[src/rtl/pkg_cpu.sv]
// Core-wide CPU constants shared with the memory arbiter.
package pkg_cpu;

  localparam logic cpu_data_acc_sz_8  = 1'b0;
  localparam logic cpu_data_acc_sz_16 = 1'b1;

endpackage

[src/rtl/spcpu_mem_arbiter_pkg.sv]
// Types and helpers for the spcpu memory-port arbiter.
package pkg_mem_arb;

  localparam int unsigned ARB_ADDR_W = 16;
  localparam int unsigned ARB_DATA_W = 16;

  localparam logic SZ_8  = pkg_cpu::cpu_data_acc_sz_8;
  localparam logic SZ_16 = pkg_cpu::cpu_data_acc_sz_16;

  typedef enum logic [1:0] {
    ARB_NONE = 2'd0,
    ARB_LS   = 2'd1,
    ARB_IF   = 2'd2,
    ARB_DBG  = 2'd3
  } arb_id_t;

  typedef enum logic {
    IDLE = 1'b0,
    BUSY = 1'b1
  } arb_state_t;

  typedef struct packed {
    logic [ARB_ADDR_W-1:0] addr;
    logic [ARB_DATA_W-1:0] wdata;
    logic                  we;
    logic                  sz;
  } arb_req_t;

  // Halfword accesses must be even-aligned; byte accesses never fault.
  function automatic logic is_misaligned(input logic sz, input logic addr_lsb);
    return (sz == SZ_16) && addr_lsb;
  endfunction

  // Ack/err vector layout is {dbg, if, ls}.
  function automatic logic [2:0] id_onehot(input arb_id_t id);
    logic [2:0] v;
    v = 3'b000;
    case (id)
      ARB_LS:  v = 3'b001;
      ARB_IF:  v = 3'b010;
      ARB_DBG: v = 3'b100;
      default: v = 3'b000;
    endcase
    return v;
  endfunction

endpackage

[src/rtl/spcpu_mem_arbiter_prio_sel.sv]
// Combinational grant picker: ls > if > dbg, unless dbg has been starved long enough.
module mem_arb_prio_sel
  import pkg_mem_arb::*;
(
  input  logic    i_elig_ls,
  input  logic    i_elig_if,
  input  logic    i_elig_dbg,
  input  logic    i_dbg_boost,
  output arb_id_t o_sel
);

  always_comb begin
    o_sel = ARB_NONE;
    if (i_dbg_boost && i_elig_dbg) begin
      o_sel = ARB_DBG;
    end else if (i_elig_ls) begin
      o_sel = ARB_LS;
    end else if (i_elig_if) begin
      o_sel = ARB_IF;
    end else if (i_elig_dbg) begin
      o_sel = ARB_DBG;
    end
  end

endmodule

[src/rtl/spcpu_mem_arbiter.sv]
// Shares the single spcpu memory port between ls, if and dbg requesters, one access at a time.
// ADDR_W/DATA_W must match the widths of pkg_mem_arb::arb_req_t.
module spcpu_mem_arbiter
  import pkg_mem_arb::*;
#(
  parameter int unsigned ADDR_W     = ARB_ADDR_W,
  parameter int unsigned DATA_W     = ARB_DATA_W,
  parameter int unsigned MEM_LAT    = 2,
  parameter int unsigned STARVE_MAX = 4
) (
  input  logic              clk,
  input  logic              reset,
  input  logic              i_ls_req,
  input  logic [ADDR_W-1:0] i_ls_addr,
  input  logic [DATA_W-1:0] i_ls_wdata,
  input  logic              i_ls_we,
  input  logic              i_ls_sz,
  input  logic              i_if_req,
  input  logic [ADDR_W-1:0] i_if_addr,
  input  logic [DATA_W-1:0] i_if_wdata,
  input  logic              i_if_we,
  input  logic              i_if_sz,
  input  logic              i_dbg_req,
  input  logic [ADDR_W-1:0] i_dbg_addr,
  input  logic [DATA_W-1:0] i_dbg_wdata,
  input  logic              i_dbg_we,
  input  logic              i_dbg_sz,
  output logic              o_ls_ack,
  output logic              o_if_ack,
  output logic              o_dbg_ack,
  output logic              o_ls_err,
  output logic              o_if_err,
  output logic              o_dbg_err,
  output logic [DATA_W-1:0] o_rdata,
  output logic              o_mem_en,
  output logic [ADDR_W-1:0] o_mem_addr,
  output logic [DATA_W-1:0] o_mem_wdata,
  output logic              o_mem_we,
  output logic              o_mem_sz,
  input  logic [DATA_W-1:0] i_mem_rdata,
  output logic              o_busy,
  output arb_id_t           o_owner
);

  localparam int unsigned LAT_W = (MEM_LAT > 1) ? $clog2(MEM_LAT) : 1;
  localparam int unsigned STV_W = $clog2(STARVE_MAX + 1);

  arb_state_t        r_state,      w_state_nxt;
  arb_id_t           r_owner,      w_owner_nxt;
  logic [LAT_W-1:0]  r_lat_cnt,    w_lat_cnt_nxt;
  logic [STV_W-1:0]  r_starve_cnt, w_starve_cnt_nxt;
  arb_req_t          r_req,        w_req_nxt;
  logic              r_mem_en,     w_mem_en_nxt;
  logic [2:0]        r_ack,        w_ack_nxt;
  logic [2:0]        r_err,        w_err_nxt;
  logic [DATA_W-1:0] r_rdata,      w_rdata_nxt;

  logic     w_elig_ls, w_elig_if, w_elig_dbg;
  logic     w_boost, w_dbg_grant;
  arb_id_t  w_sel;
  arb_req_t w_sel_req;

  // A requester whose ack is high this cycle still shows req; mask it so it is not re-granted.
  assign w_elig_ls  = i_ls_req  & ~r_ack[0];
  assign w_elig_if  = i_if_req  & ~r_ack[1];
  assign w_elig_dbg = i_dbg_req & ~r_ack[2];
  assign w_boost    = (r_starve_cnt == STV_W'(STARVE_MAX));

  mem_arb_prio_sel u_prio_sel (
    .i_elig_ls   (w_elig_ls),
    .i_elig_if   (w_elig_if),
    .i_elig_dbg  (w_elig_dbg),
    .i_dbg_boost (w_boost),
    .o_sel       (w_sel)
  );

  assign w_dbg_grant = (r_state == IDLE) && (w_sel == ARB_DBG);

  always_comb begin
    w_sel_req = '0;
    unique case (w_sel)
      ARB_LS:  w_sel_req = '{addr: i_ls_addr,  wdata: i_ls_wdata,  we: i_ls_we,  sz: i_ls_sz};
      ARB_IF:  w_sel_req = '{addr: i_if_addr,  wdata: i_if_wdata,  we: i_if_we,  sz: i_if_sz};
      ARB_DBG: w_sel_req = '{addr: i_dbg_addr, wdata: i_dbg_wdata, we: i_dbg_we, sz: i_dbg_sz};
      default: w_sel_req = '0;
    endcase
  end

  always_comb begin
    w_state_nxt   = r_state;
    w_owner_nxt   = r_owner;
    w_lat_cnt_nxt = r_lat_cnt;
    w_req_nxt     = r_req;
    w_mem_en_nxt  = r_mem_en;
    w_ack_nxt     = 3'b000;
    w_err_nxt     = 3'b000;
    w_rdata_nxt   = r_rdata;

    unique case (r_state)
      IDLE: begin
        w_owner_nxt = ARB_NONE;
        if (w_sel != ARB_NONE) begin
          w_req_nxt = w_sel_req;
          if (is_misaligned(w_sel_req.sz, w_sel_req.addr[0])) begin
            w_ack_nxt   = id_onehot(w_sel);
            w_err_nxt   = id_onehot(w_sel);
            w_rdata_nxt = '0;
          end else begin
            w_state_nxt   = BUSY;
            w_owner_nxt   = w_sel;
            w_lat_cnt_nxt = LAT_W'(MEM_LAT - 1);
            w_mem_en_nxt  = 1'b1;
          end
        end
      end
      BUSY: begin
        if (r_lat_cnt != '0) begin
          w_lat_cnt_nxt = r_lat_cnt - LAT_W'(1);
        end else begin
          if (r_req.we) begin
            w_rdata_nxt = '0;
          end else if (r_req.sz == SZ_16) begin
            w_rdata_nxt = i_mem_rdata;
          end else begin
            w_rdata_nxt = {{(DATA_W - 8){1'b0}}, i_mem_rdata[7:0]};
          end
          w_ack_nxt    = id_onehot(r_owner);
          w_mem_en_nxt = 1'b0;
          w_state_nxt  = IDLE;
          w_owner_nxt  = ARB_NONE;
        end
      end
      default: w_state_nxt = IDLE;
    endcase
  end

  always_comb begin
    w_starve_cnt_nxt = r_starve_cnt;
    if (!i_dbg_req || w_dbg_grant) begin
      w_starve_cnt_nxt = '0;
    end else if (!w_boost) begin
      w_starve_cnt_nxt = r_starve_cnt + STV_W'(1);
    end
  end

  always_ff @(posedge clk) begin
    if (reset) begin
      r_state      <= IDLE;
      r_owner      <= ARB_NONE;
      r_lat_cnt    <= '0;
      r_starve_cnt <= '0;
      r_req        <= '0;
      r_mem_en     <= 1'b0;
      r_ack        <= 3'b000;
      r_err        <= 3'b000;
      r_rdata      <= '0;
    end else begin
      r_state      <= w_state_nxt;
      r_owner      <= w_owner_nxt;
      r_lat_cnt    <= w_lat_cnt_nxt;
      r_starve_cnt <= w_starve_cnt_nxt;
      r_req        <= w_req_nxt;
      r_mem_en     <= w_mem_en_nxt;
      r_ack        <= w_ack_nxt;
      r_err        <= w_err_nxt;
      r_rdata      <= w_rdata_nxt;
    end
  end

  assign o_ls_ack    = r_ack[0];
  assign o_if_ack    = r_ack[1];
  assign o_dbg_ack   = r_ack[2];
  assign o_ls_err    = r_err[0];
  assign o_if_err    = r_err[1];
  assign o_dbg_err   = r_err[2];
  assign o_rdata     = r_rdata;
  assign o_mem_en    = r_mem_en;
  assign o_mem_addr  = r_req.addr;
  assign o_mem_wdata = r_req.wdata;
  assign o_mem_we    = r_mem_en & r_req.we;
  assign o_mem_sz    = r_req.sz;
  assign o_busy      = (r_state == BUSY);
  assign o_owner     = r_owner;

endmodule

[config.mk]
export PLATFORM = sky130hd
export DESIGN_NAME = spcpu_mem_arbiter
export DESIGN_NICKNAME = d
export VERILOG_FILES = /design/src/rtl/pkg_cpu.sv /design/src/rtl/spcpu_mem_arbiter_pkg.sv /design/src/rtl/spcpu_mem_arbiter_prio_sel.sv /design/src/rtl/spcpu_mem_arbiter.sv
export SDC_FILE = /design/constraint.sdc
export NUM_CORES = 1
export LEC_CHECK = 0
export BUFFER_PORTS_ARGS = -buffer_cell sky130_fd_sc_hd__buf_2
export CAP_MARGIN = 20
export CORE_AREA = 2 2 68 118
export DETAILED_ROUTE_END_ITERATION = 7
export DIE_AREA = 0 0 70 120
export PLACE_DENSITY = 0.88
export SYNTH_ARGS = -nofsm -noshare
export SYNTH_HDL_FRONTEND = slang
export SYNTH_SLANG_ARGS = --single-unit
export TNS_END_PERCENT = 20
[constraint.sdc]
create_clock -name clk -period 2.4 [get_ports clk]
set_clock_uncertainty 0.15 [all_clocks]
set_input_delay 0.48 -clock clk [delete_from_list [all_inputs] [get_ports clk]]
set_output_delay 0.48 -clock clk [all_outputs]
set_load 0.03 [all_outputs]
==> results of run 1 <==
final timing paths:
kind                                       from     endpoint  slack, ns  cells after the start
worst max-delay path            r_starve_cnt[0]     r_ack[1]       0.25                      7
worst min-delay path            i_mem_rdata[14]  o_rdata[14]       0.24                      3
worst max register to register  r_starve_cnt[0]     r_ack[1]       0.25                      7
worst min register to register        r_lat_cnt    r_lat_cnt       0.31                      2
through the flow:
| step | instance area (um^2) | hold WS [ns] |
|---|---|---|
| floorplan | 3267 | 0.2860 |
| global placement | 4049 | 0.2947 |
| detailed placement | 4049 | 0.3045 |
| CTS | 4330 | 0.2228 |
| global route | 4330 | 0.2478 |
| finish | 4330 | 0.2391 |
sequential cells by signal, indices dropped and copies added (netlist names), 2 cells and up:
| signal | count |
|---|---|
| o_rdata | 16 |
| r_starve_cnt | 3 |
| r_ack | 3 |
| o_owner | 2 |
| o_mem_wdata | 16 |
| o_mem_addr | 16 |
| r_err | 3 |
synthesized netlist by cell type (all sizes together) (2+ instances only):
cell type | instances | share of area (%)
a211oi | 34 | 7.8
a21oi | 4 | 0.61
a22o | 32 | 8.6
a22oi | 40 | 9.2
a31o | 3 | 0.80
and2 | 2 | 0.38
and3 | 2 | 0.38
buf | 46 | 9.4
clkbuf | 15 | 1.7
dfxtp | 64 | 39
ha | 2 | 0.77
inv | 11 | 1.3
nand2 | 22 | 2.5
nand2b | 3 | 0.57
nand3 | 3 | 0.46
nor2 | 53 | 6.2
nor2b | 3 | 0.57
nor3 | 2 | 0.31
o21ai | 31 | 4.7
o31ai | 2 | 1.3
layout make-up:
class | count | share of cell area (%)
Sequential cell | 64 | 29.59
Tap cell | 88 | 2.543
Clock inverter | 4 | 1.040
Timing Repair Buffer | 192 | 23.35
Clock buffer | 12 | 5.461
Multi-Input combinational cell | 248 | 37.07
Inverter | 11 | 0.9535
kinds of logic after synthesis:
family,count (synthesis),share of synthesized area [%]
compound gates,152,35.04
flops,64,39.22
xor+xnor,1,0.2681
fa+ha+maj,2,0.7659
simple gates,93,12.29
buf+inv,72,12.41
worst reg2reg max path, stage by stage, from the launching register on:
cell	delay, ns
dfxtp_1	0.33
inv_1	0.07
ha_1	0.22
nand4b_1	0.27
o21ai_0	0.21
a2bb2oi_2	0.41
nor4_2	0.12
a31o_2	0.27
routing by layer:
metal | vias to the layer above | global-route usage [%] | share of wire, %
li1 | 1665 | - | -
met1 | 1611 | 23.74 | 37
met2 | 139 | 43.10 | 56
met3 | 25 | 2.687 | 4.4
met4 | 0 | 11.54 | 2.7
met5 | - | 0 | 0
power by group through the flow:
stage / Combinational, uW / Sequential [uW] / Clock (uW)
after floorplan: 677 / 1350 / 0
after global routing: 1040 / 1290 / 1300
final: 964 / 1280 / 1230
after global placement: 937 / 1290 / 0
after detailed placement: 963 / 1300 / 0
after CTS: 968 / 1280 / 1260
==> results by group, run 1 <==
Run status
  • Outcome: completed

Finish
  • Fraction of layout cells with a size suffix above 1: 40.68%
  • Antenna diode count: 0
  • Net total in the final layout: 651
  • Filler instances: 660
  • Commonest non-fill, non-tap cell in the layout: buf_2
  • Layout overhead on the synthesized area: 32.55%
  • Share of the core filled with cells: 58.03%
  • Total area of sequential cells: 1281 um^2
  • Most used cells in the layout excluding fill and tap cells: 182 x buf_2, 64 x dfxtp_1, 51 x nor2_1
  • Final standard cell count with taps included and fillers excluded: ~620
  • Area of combinational cells with multiple inputs: 1605 um^2

Critical path
  • Required time reported for the critical path endpoint: 2.47 ns
  • Arrival time of the worst setup path: 2.22 ns
  • Buffers plus inverters on the worst setup path: 1
  • CP peak stage delay: 0.41 ns
  • Cell class contributing the biggest share of worst-path delay: compound AO/OA/AOI/OAI gates
  • Crit path capture type: flip-flop
  • Standard cell with the maximum stage delay on the critical path: a2bb2oi_2
  • Type of the setup path with the least slack: reg -> reg
  • Crit path max fanout: 6
  • Kind of launch point of the worst setup path: flip-flop
  • Cell chain of the critical path: inv_1, ha_1, nand4b_1, o21ai_0, a2bb2oi_2, nor4_2, a31o_2

Drt
  • Via count of the routed design: 3,440
  • DRC errors left: 0
  • Total routed wirelength: 9.815 mm
  • Number of nets still failing antenna checks after routing: 0
  • Wirelength per Cell: 15.86 um
  • Drt first pass iters: 5
  • Detailed-route vias per instance: roughly 5.6
  • First DRT Iteration DRCs: 198

Power
  • Fraction of power spent switching nets: between 30% and 40%
  • Power density over cell area: 803.2 nW/um^2
  • Post-route total power: 3478 uW
  • VDD IR-drop max: 0.4781 mV
  • Reg power frac: 36.8%
  • Part of the power in combinational logic: 27.7%
  • Total leakage power: between 0.002 and 0.0025 uW
  • Proportion of power drawn by the clock network: 35.5%
  • Internal power: approximately 2300 uW
  • Net switching power of the design: 1135 uW

Synthesis
  • Cell Area, Synth: 3267 um^2
  • Proportion of synthesized flip-flops having asynchronous set or reset: 0%
  • Number of different library cells in the post-synthesis netlist: 34
  • Cells after Synth: 384
  • Net count after synthesis: 509
  • Warnings, synthesis: 0
  • Most common flop cell mapped by yosys: dfxtp_1
  • Synth Area per Inst: 8.508 um^2
  • FF+latch count, synth: 64
  • Share of synthesized area occupied by flip-flops and latches: 39.22%
  • Number of flops mapped to enable cells by yosys: 0

Die
  • Num ports: between 150 and 200
  • Core area: between 7000 and 8000 um^2
  • Die width: 70 um
  • Area of the die: 8400 um^2
  • Site Rows: 42
  • Die extent in y: between 100 and 150 um
  • Initial core utilization: 43.78%

Clock tree
  • Clk pin slew, worst setup/hold paths: 0.05 ns
  • Clk buf depth: 2
  • TritonCTS clock tree: yes
  • Hold bufs inserted after CTS: 0
  • CTS sink cnt: 64
  • Clock tree root buffer cell: clkbuf_16
  • Clock buffers created by TritonCTS: 9
  • CTS H-Tree Depth: 3
  • Post-cts repair resize count: 0
  • Clock latency reported for the late side of the worst-skew pair: 0.32 ns
  • Post-CTS repair timing setup buffer count: 0

Timing
  • Setup Total Neg Slack: 0 ns
  • PnR worst setup slack: 0.2502 ns
  • RSZ-0062 raised after global routing: false
  • Min cycle time layout: 2.150 ns
  • Final cycle utilization of the critical path: 89.58%
  • Least-Margin Pin Slew: 0.6428 ns
  • Hold Violations, Final: 0
  • Total of endpoints with negative setup slack in the final report: 0
  • Number of max-slew violations in the final report: 0
  • Remaining max-slew budget at the tightest pin: 56.60%
  • Highest attainable clock frequency: 465.2 MHz

GRT
  • Largest net degree at the start of global routing: 65
  • Total GRT Usage: 22.64%
  • Global-route wire length before repair: 15.26 mm
  • Number of antenna violations at the first check in global routing: 0
  • Remaining global-route overflow: 0
  • Via count of the first global-routing pass: 3,389

Placement
  • Count of port buffers added during placement: 182
  • Placed wire-length estimate after detailed placement: 7.347 mm
  • Worst setup slack before clock tree synthesis: 0.2790 ns
  • GP Congestion: 0.8806
  • Count of placed standard cells including taps: 603

Hold path
  • Path category of the worst min-delay check: in -> reg

Job
  • Number of maximum-capacitance constraint violations: 0
(Power assumes the default switching activity.)
==> inputs of run 2 (changes only) <==
--- a/config.mk
+++ b/config.mk
@@ -5,12 +5,14 @@
 export SDC_FILE = /design/constraint.sdc
 export NUM_CORES = 1
 export LEC_CHECK = 0
+export ABC_AREA = 1
+export ABC_CLOCK_PERIOD_IN_PS = 2400
 export BUFFER_PORTS_ARGS = -buffer_cell sky130_fd_sc_hd__buf_2
 export CAP_MARGIN = 20
-export CORE_AREA = 2 2 68 118
+export CORE_AREA = 2 2 70 122
 export DETAILED_ROUTE_END_ITERATION = 7
-export DIE_AREA = 0 0 70 120
-export PLACE_DENSITY = 0.88
+export DIE_AREA = 0 0 72 124
+export PLACE_DENSITY = 0.87
 export SYNTH_ARGS = -nofsm -noshare
 export SYNTH_HDL_FRONTEND = slang
 export SYNTH_SLANG_ARGS = --single-unit
==> run 2 against run 1 <==
Against the previous run: critical path depth increased by 8; via count increased by 4.5%; first-iteration DRC count decreased by 17%; count of clock-buffer cells in the layout unchanged; maximum frequency increased by 0.44%; power increased by 6.3%; synthesized cell count increased by 27%; worst setup slack improved by 0.0094 ns; combinational power increased by 16%; largest power group is now clock; sequential share of layout area decreased by 1.3 points; flip-flop and latch count unchanged; final cell count increased by 17%.
==> results by group, run 2 <==
Power
  • VDD IR-drop max: 0.4393 mV (was 0.4781 mV)
  • Total leakage power: 0.002610 uW (was 0.002118 uW)
  • Net switching power of the design: 1235 uW (was 1135 uW)
  • Part of the power in combinational logic: 30.2% (was 27.7%)
  • Internal power: 2464 uW (was 2343 uW)
  • Reg power frac: 34.8% (was 36.8%)
  • Fraction of power spent switching nets: 33.39% (was 32.63%)
  • Power density over cell area: 817.9 nW/um^2 (was 803.2 nW/um^2)
  • Proportion of power drawn by the clock network: 35.0% (was 35.5%)

Critical path
  • Buffers plus inverters on the worst setup path: 3 (was 1)
  • Required time reported for the critical path endpoint: 2.50 ns (was 2.47 ns)
  • Cell count of the worst reg-to-reg path: 15 (was 7)
  • Reg-to-reg endpoint: o_rdata[2] (was r_ack[1])
  • Kind of launch point of the worst setup path: flip-flop (unchanged)
  • Crit path max fanout: 30 (was 6)
  • Crit path capture type: flip-flop (unchanged)
  • Standard cell with the maximum stage delay on the critical path: dfxtp_1 (was a2bb2oi_2)
  • Cell chain of the critical path: inv_1, ha_1, nand2_2, inv_2, nand2_4, inv_2, nor2_4, nand3_1, nand3_2, nand2_4, nand2_4, nand2_4, nand2_1, nand2_1, nor2_1 (was inv_1, ha_1, nand4b_1, o21ai_0, a2bb2oi_2, nor4_2, a31o_2)
  • Cell class contributing the biggest share of worst-path delay: simple AND/OR/NAND/NOR gates (was compound AO/OA/AOI/OAI gates)
  • Worst setup slack for register-to-register paths: 0.26 ns (was 0.25 ns)
  • Source of the worst register-to-register timing path: r_starve_cnt[1] (was r_starve_cnt[0])
  • CP peak stage delay: 0.38 ns (was 0.41 ns)
  • Type of the setup path with the least slack: reg -> reg (unchanged)
  • Arrival time of the worst setup path: 2.24 ns (was 2.22 ns)
  • CP dominant cell by count: nand2_4

GRT
  • Remaining global-route overflow: 0 (unchanged)
  • Via count of the first global-routing pass: 3,223 (was 3,389)
  • Largest net degree at the start of global routing: 54 (was 65)
  • Global-route wire length before repair: 14.43 mm (was 15.26 mm)
  • Total GRT Usage: 20.48% (was 22.64%)
  • Number of antenna violations at the first check in global routing: 0 (unchanged)

Timing
  • Min cycle time layout: 2.140 ns (was 2.150 ns)
  • Final cycle utilization of the critical path: 89.19% (was 89.58%)
  • Hold Violations, Final: 0 (unchanged)
  • Number of max-slew violations in the final report: 0 (unchanged)
  • Remaining max-slew budget at the tightest pin: 60.99% (was 56.60%)
  • Highest attainable clock frequency: 467.2 MHz (was 465.2 MHz)
  • Least-Margin Pin Slew: 0.5843 ns (was 0.6428 ns)
  • Setup Total Neg Slack: 0 ns (unchanged)
  • RSZ-0062 raised after global routing: false (unchanged)
  • Total of endpoints with negative setup slack in the final report: 0 (unchanged)
  • WHS: 0.2762 ns (was 0.2391 ns)

Synthesis
  • Share of synthesized area occupied by flip-flops and latches: 36.93% (was 39.22%)
  • Number of different library cells in the post-synthesis netlist: 29 (was 34)
  • Top cells by area, synth: dfxtp_1 37%, nand2_1 9.5%, inv_1 8.9% (was dfxtp_1 39%, a22oi_1 9.2%, a22o_1 8.6%)
  • Cells after Synth: 489 (was 384)
  • Cell accounting for the most synthesized area: dfxtp_1 (unchanged)
  • Most numerous cell types in the synthesized netlist: 88 x nand2_1, 82 x inv_1, 64 x dfxtp_1, 58 x nor2_1, 38 x buf_4 (was 64 x dfxtp_1, 52 x nor2_1, 40 x a22oi_1, 34 x a211oi_1)
  • Cell with the most instances after synthesis: nand2_1 (was dfxtp_1)
  • Share of the synthesized area in the top cell type: 36.93% (was 39.22%)
  • Synth Area per Inst: 7.095 um^2 (was 8.508 um^2)
  • Most common flop cell mapped by yosys: dfxtp_1 (unchanged)
  • Number of flops mapped to enable cells by yosys: 0 (unchanged)
  • Proportion of synthesized flip-flops having asynchronous set or reset: 0% (unchanged)
  • Warnings, synthesis: 0 (unchanged)
  • Net count after synthesis: 614 (was 509)
  • FF+latch count, synth: 64 (unchanged)
  • Cell Area, Synth: 3470 um^2 (was 3267 um^2)

Hold path
  • Path category of the worst min-delay check: in -> reg (unchanged)
  • Hold worst-path end: o_mem_sz (was o_rdata[14])
  • Worst Hold Launch: reset (was i_mem_rdata[14])
  • Instance count along the most critical hold path: 2 (was 3)

Clock tree
  • Post-cts repair resize count: 0 (unchanged)
  • Clock latency reported for the late side of the worst-skew pair: 0.32 ns (about the same)
  • Post-CTS repair timing setup buffer count: 0 (unchanged)
  • CTS sink cnt: 64 (unchanged)
  • TritonCTS clock tree: yes (unchanged)
  • Clock buffers created by TritonCTS: 9 (unchanged)
  • Clock tree root buffer cell: clkbuf_16 (unchanged)
  • Clk buf depth: 2 (unchanged)
  • CTS H-Tree Depth: 3 (unchanged)
  • Hold bufs inserted after CTS: 0 (unchanged)
  • Clk pin slew, worst setup/hold paths: 0.05 ns (about the same)

Placement
  • GP Congestion: 0.8209 (was 0.8806)
  • Count of port buffers added during placement: 182 (unchanged)
  • Placed wire-length estimate after detailed placement: 7.438 mm (was 7.347 mm)
  • Placement Cell Area: 4215 um^2 (was 4049 um^2)

Drt
  • Detailed-route vias per instance: 4.944 (was 5.557)
  • Via count of the routed design: 3,594 (was 3,440)
  • Wirelength per Cell: 13.17 um (was 15.86 um)
  • DRC errors left: 0 (unchanged)
  • Drt first pass iters: 5 (unchanged)
  • Total routed wirelength: 9.577 mm (was 9.815 mm)
  • Number of nets still failing antenna checks after routing: 0 (unchanged)
  • First DRT Iteration DRCs: 164 (was 198)

Die
  • Num ports: 183 (unchanged)
  • Initial core utilization: 43.87% (was 43.78%)
  • Area of the die: 8928 um^2 (was 8400 um^2)
  • Die extent in y: 124 um (was 120 um)
  • Site Rows: 43 (was 42)
  • Core area: 7909 um^2 (was 7462 um^2)
  • Die width: 72 um (was 70 um)

Finish
  • Share of the core filled with cells: 57.17% (was 58.03%)
  • Most used cells in the layout excluding fill and tap cells: 182 x buf_2, 88 x nand2_1, 82 x inv_1 (was 182 x buf_2, 64 x dfxtp_1, 51 x nor2_1)
  • Fraction of layout cells with a size suffix above 1: 34.69% (was 40.68%)
  • Antenna diode count: 0 (unchanged)
  • Layout overhead on the synthesized area: 30.33% (was 32.55%)
  • Post-Layout Inst Area: 4522 um^2 (was 4330 um^2)
  • Filler instances: 744 (was 660)
  • Net total in the final layout: 758 (was 651)
  • Commonest non-fill, non-tap cell in the layout: buf_2 (unchanged)

Job
  • Number of maximum-capacitance constraint violations: 0 (unchanged)

Run status
  • Outcome: completed (unchanged)
## run 2: power by group through the flow
stage               clock network [uW]  registers (uW)  logic, uW
floorplan                            0            1400        780
global placement                     0            1300       1090
detailed placement                   0            1300       1120
CTS                               1330            1280       1130
global route                      1380            1300       1230
finish                            1300            1290       1120
## run 2: worst reg2reg max path: stages (launching register included)
cell     delay, ns
dfxtp_1       0.38
inv_1         0.06
ha_1          0.20
nand2_2       0.11
inv_2         0.06
nand2_4       0.10
inv_2         0.05
nor2_4        0.15
nand3_1       0.11
nand3_2       0.10
nand2_4       0.07
nand2_4       0.08
nand2_4       0.17
nand2_1       0.11
nand2_1       0.05
nor2_1        0.12
## run 2: kinds of logic (layout without fill, tap and decap cells)
kind of cell    Yosys count  in the layout  synth area share (%)
flops                    64             64                 36.93
fa+ha+maj                 2              2                0.7211
simple gates            189            189                 23.84
xor+xnor                  1              1                0.2525
compound gates           90             90                 17.99
buf+inv                 143            291                 20.27
## run 2: worst max-delay path by stage
stage                          from           to  slack (ns)  cells past startpoint
floorplan           r_starve_cnt[0]  o_rdata[10]        0.49                     15
global placement    r_starve_cnt[0]   o_rdata[4]        0.39                     14
detailed placement  r_starve_cnt[0]   o_rdata[2]        0.29                     15
CTS                 r_starve_cnt[0]   o_rdata[2]        0.28                     15
global route        r_starve_cnt[1]  o_rdata[11]        0.04                     14
finish              r_starve_cnt[1]   o_rdata[2]        0.26                     15
## run 2: final cells by class
type | instances | area (um^2) | area share, %
Multi-Input combinational cell | 282 | 1485 | 32.84
Sequential cell | 64 | 1281 | 28.33
Timing Repair Buffer | 188 | 1006 | 22.25
Clock inverter | 3 | 40.04 | 0.8854
Inverter | 88 | 330.3 | 7.305
Tap cell | 90 | 112.6 | 2.490
Clock buffer | 12 | 266.5 | 5.894
## run 2: layer usage
layer | wire (um) | track usage (%) | vias to the layer above
met5 | 0 | 0 | -
met4 | 176 | 7.193 | 0
met3 | 721 | 4.126 | 14
met2 | 5141 | 39.00 | 155
met1 | 3538 | 21.89 | 1604
li1 | - | - | 1821
## run 2: metrics by stage
stage	worst slack, ns	total power [uW]	std cells
floorplan	0.4928	2183	489
global placement	0.3890	2390	712
detailed placement	0.2851	2425	712
CTS	0.2784	3741	727
global route	0.03822	3912	727
finish	0.2595	3698	727
==> inputs of run 3 (changes only) <==
--- a/config.mk
+++ b/config.mk
@@ -9,10 +9,13 @@
 export ABC_CLOCK_PERIOD_IN_PS = 2400
 export BUFFER_PORTS_ARGS = -buffer_cell sky130_fd_sc_hd__buf_2
 export CAP_MARGIN = 20
-export CORE_AREA = 2 2 70 122
+export CELL_PAD_IN_SITES_DETAIL_PLACEMENT = 1
+export CELL_PAD_IN_SITES_GLOBAL_PLACEMENT = 2
+export CORE_AREA = 2 2 96 168
 export DETAILED_ROUTE_END_ITERATION = 7
-export DIE_AREA = 0 0 72 124
-export PLACE_DENSITY = 0.87
+export DIE_AREA = 0 0 98 170
+export HOLD_SLACK_MARGIN = 0.1
+export PLACE_DENSITY = 0.88
 export SYNTH_ARGS = -nofsm -noshare
 export SYNTH_HDL_FRONTEND = slang
 export SYNTH_SLANG_ARGS = --single-unit
==> run 3 against run 2 <==
Against the previous run: worst hold slack got worse by 0.0052 ns; combinational power increased by 4%; flip-flop and latch count unchanged; sequential share of layout area decreased by 0.89 points; non-clock buffer count increased by 4; critical path type unchanged; critical endpoint is now o_rdata[4].
==> results by group, run 3 (synthesized netlist as in run 2, its figures left out) <==
Die
  • Die extent in y: 170 um (was 124 um)
  • Site Rows: 60 (was 43)
  • Area of the die: 16,660 um^2 (was 8928 um^2)
  • Core area: 15,240 um^2 (was 7909 um^2)
  • Die width: 98 um (was 72 um)
  • Initial core utilization: 22.77% (was 43.87%)
  • Num ports: 183 (unchanged)

Drt
  • Wirelength per Cell: 14.38 um (was 13.17 um)
  • Number of nets still failing antenna checks after routing: 0 (unchanged)
  • Total routed wirelength: 11.91 mm (was 9.577 mm)
  • Via count of the routed design: 3,602 (was 3,594)
  • Drt first pass iters: 4 (was 5)
  • DRC errors left: 0 (unchanged)
  • First DRT Iteration DRCs: 92 (was 164)
  • Detailed-route vias per instance: 4.350 (was 4.944)

Finish
  • Antenna diode count: 0 (unchanged)
  • Share of the core filled with cells: 30.63% (was 57.17%)
  • Commonest non-fill, non-tap cell in the layout: buf_2 (unchanged)
  • Filler instances: 1,962 (was 744)
  • Net total in the final layout: 762 (was 758)
  • Fraction of layout cells with a size suffix above 1: 35.05% (was 34.69%)
  • Layout overhead on the synthesized area: 34.55% (was 30.33%)
  • Most used cells in the layout excluding fill and tap cells: 182 x buf_2, 88 x nand2_1, 82 x inv_1 (unchanged)

Timing
  • WHS: 0.2710 ns (was 0.2762 ns)
  • Remaining max-slew budget at the tightest pin: 63.65% (was 60.99%)
  • Hold Violations, Final: 0 (unchanged)
  • Min cycle time layout: 2.116 ns (was 2.140 ns)
  • Least-Margin Pin Slew: 0.5445 ns (was 0.5843 ns)
  • Final cycle utilization of the critical path: 88.17% (was 89.19%)
  • Number of max-slew violations in the final report: 0 (unchanged)
  • Setup Total Neg Slack: 0 ns (unchanged)
  • Highest attainable clock frequency: 472.6 MHz (was 467.2 MHz)
  • Total of endpoints with negative setup slack in the final report: 0 (unchanged)
  • RSZ-0062 raised after global routing: false (unchanged)

Clock tree
  • CTS sink cnt: 64 (unchanged)
  • TritonCTS clock tree: yes (unchanged)
  • Clk pin slew, worst setup/hold paths: 0.06 ns (was 0.05 ns)
  • Clock tree root buffer cell: clkbuf_16 (unchanged)
  • CTS H-Tree Depth: 3 (unchanged)
  • Clk buf depth: 2 (unchanged)
  • Clock buffers created by TritonCTS: 9 (unchanged)
  • Clock latency reported for the late side of the worst-skew pair: 0.33 ns (was 0.32 ns)
  • Post-CTS repair timing setup buffer count: 0 (unchanged)

Critical path
  • Cell count of the worst reg-to-reg path: 14 (was 15)
  • Type of the setup path with the least slack: reg -> reg (unchanged)
  • Source of the worst register-to-register timing path: r_starve_cnt[0] (was r_starve_cnt[1])
  • Cell chain of the critical path: inv_1, ha_1, nand2_2, inv_2, nand2_4, inv_2, nor2_4, nand3_1, nand3_2, nand2_4, nand2_4, nand2_8, nor2_1, nor2_1 (was inv_1, ha_1, nand2_2, inv_2, nand2_4, inv_2, nor2_4, nand3_1, nand3_2, nand2_4, nand2_4, nand2_4, nand2_1, nand2_1, nor2_1)
  • Standard cell with the maximum stage delay on the critical path: dfxtp_1 (unchanged)
  • Arrival time of the worst setup path: 2.19 ns (was 2.24 ns)
  • CP peak stage delay: 0.35 ns (was 0.38 ns)
  • Crit path capture type: flip-flop (unchanged)
  • CP dominant cell by count: nand2_4 (unchanged)
  • Crit path max fanout: 30 (unchanged)
  • Launch point of the critical path: r_starve_cnt[0] (was r_starve_cnt[1])
  • Required time reported for the critical path endpoint: 2.47 ns (was 2.50 ns)
  • Kind of launch point of the worst setup path: flip-flop (unchanged)

Power
  • Post-route total power: 3737 uW (was 3698 uW)
  • VDD IR-drop max: 0.3166 mV (was 0.4393 mV)
  • Total leakage power: 0.002616 uW (was 0.002610 uW)
  • Power density over cell area: 800.5 nW/um^2 (was 817.9 nW/um^2)

GRT
  • Remaining global-route overflow: 0 (unchanged)
  • Largest net degree at the start of global routing: 33 (was 54)
  • Global-route wire length before repair: 18.68 mm (was 14.43 mm)
  • Number of antenna violations at the first check in global routing: 0 (unchanged)
  • Via count of the first global-routing pass: 3,667 (was 3,223)
  • Total GRT Usage: 14.16% (was 20.48%)

Hold path
  • Instance count along the most critical hold path: 2 (unchanged)
  • Path category of the worst min-delay check: in -> reg (unchanged)
  • Worst Hold Launch: reset (unchanged)

Placement
  • GP Congestion: 0.7640 (was 0.8209)
  • Placed wire-length estimate after detailed placement: 9.138 mm (was 7.438 mm)
  • Count of port buffers added during placement: 182 (unchanged)

Run status
  • Outcome: completed (unchanged)

Job
  • Number of maximum-capacitance constraint violations: 0 (unchanged)
run 3: worst paths after layout:
kind                     end  slack (ns)
setup / recovery  o_rdata[4]        0.28
setup reg to reg  o_rdata[4]        0.28
hold reg to reg    r_lat_cnt        0.33
hold / removal      o_mem_sz        0.27
run 3: timing repair:
action,CTS,global route
hold buffers,0,0
setup endpoints to repair,0,2
resized for setup,0,1
run 3: cell type report:
| type | instances | area [um^2] | share of cell area (%) |
|---|---|---|---|
| clock buffers | 10 | 229.0 | 4.905 |
| repair buffers | 192 | 1036 | 22.19 |
| inverters | 88 | 330.3 | 7.076 |
| flip-flops and latches | 64 | 1281 | 27.45 |
| well taps | 186 | 232.7 | 4.985 |
| clock inverters | 6 | 60.06 | 1.287 |
| multi-input cells | 282 | 1499 | 32.11 |
run 3: metal layers:
metal	global-route usage, %	vias up	share of wire, %
met5	0	-	0
met2	26.95	113	55
met1	14.34	1648	36
met4	4.529	0	1.4
met3	4.682	13	7.6
li1	-	1828	-
run 3: worst max-delay path, delay by kind of cell, from the launching register on:
kind                     cells  cell delay (ns)
AND/OR/NAND/NOR             10             1.11
flip-flops                   1             0.35
adder cells (fa/ha/maj)      1             0.20
buffers and inverters        3             0.18
run 3: per-stage QoR:
step                area, um^2  instances  setup WS (ns)
detailed placement        4370        812         0.2196
CTS                       4659        828         0.2067
floorplan                 3470        489         0.4928
finish                    4668        828         0.2840
global route              4668        828        0.06884
global placement          4370        812         0.2434
run 3: power breakdown:
| part | internal, uW | leakage [uW] | switching (uW) |
|---|---|---|---|
| Sequential | 1210 | 0.000529 | 73.7 |
| Combinational | 391 | 0.00195 | 774 |
| Clock | 798 | 0.000138 | 493 |
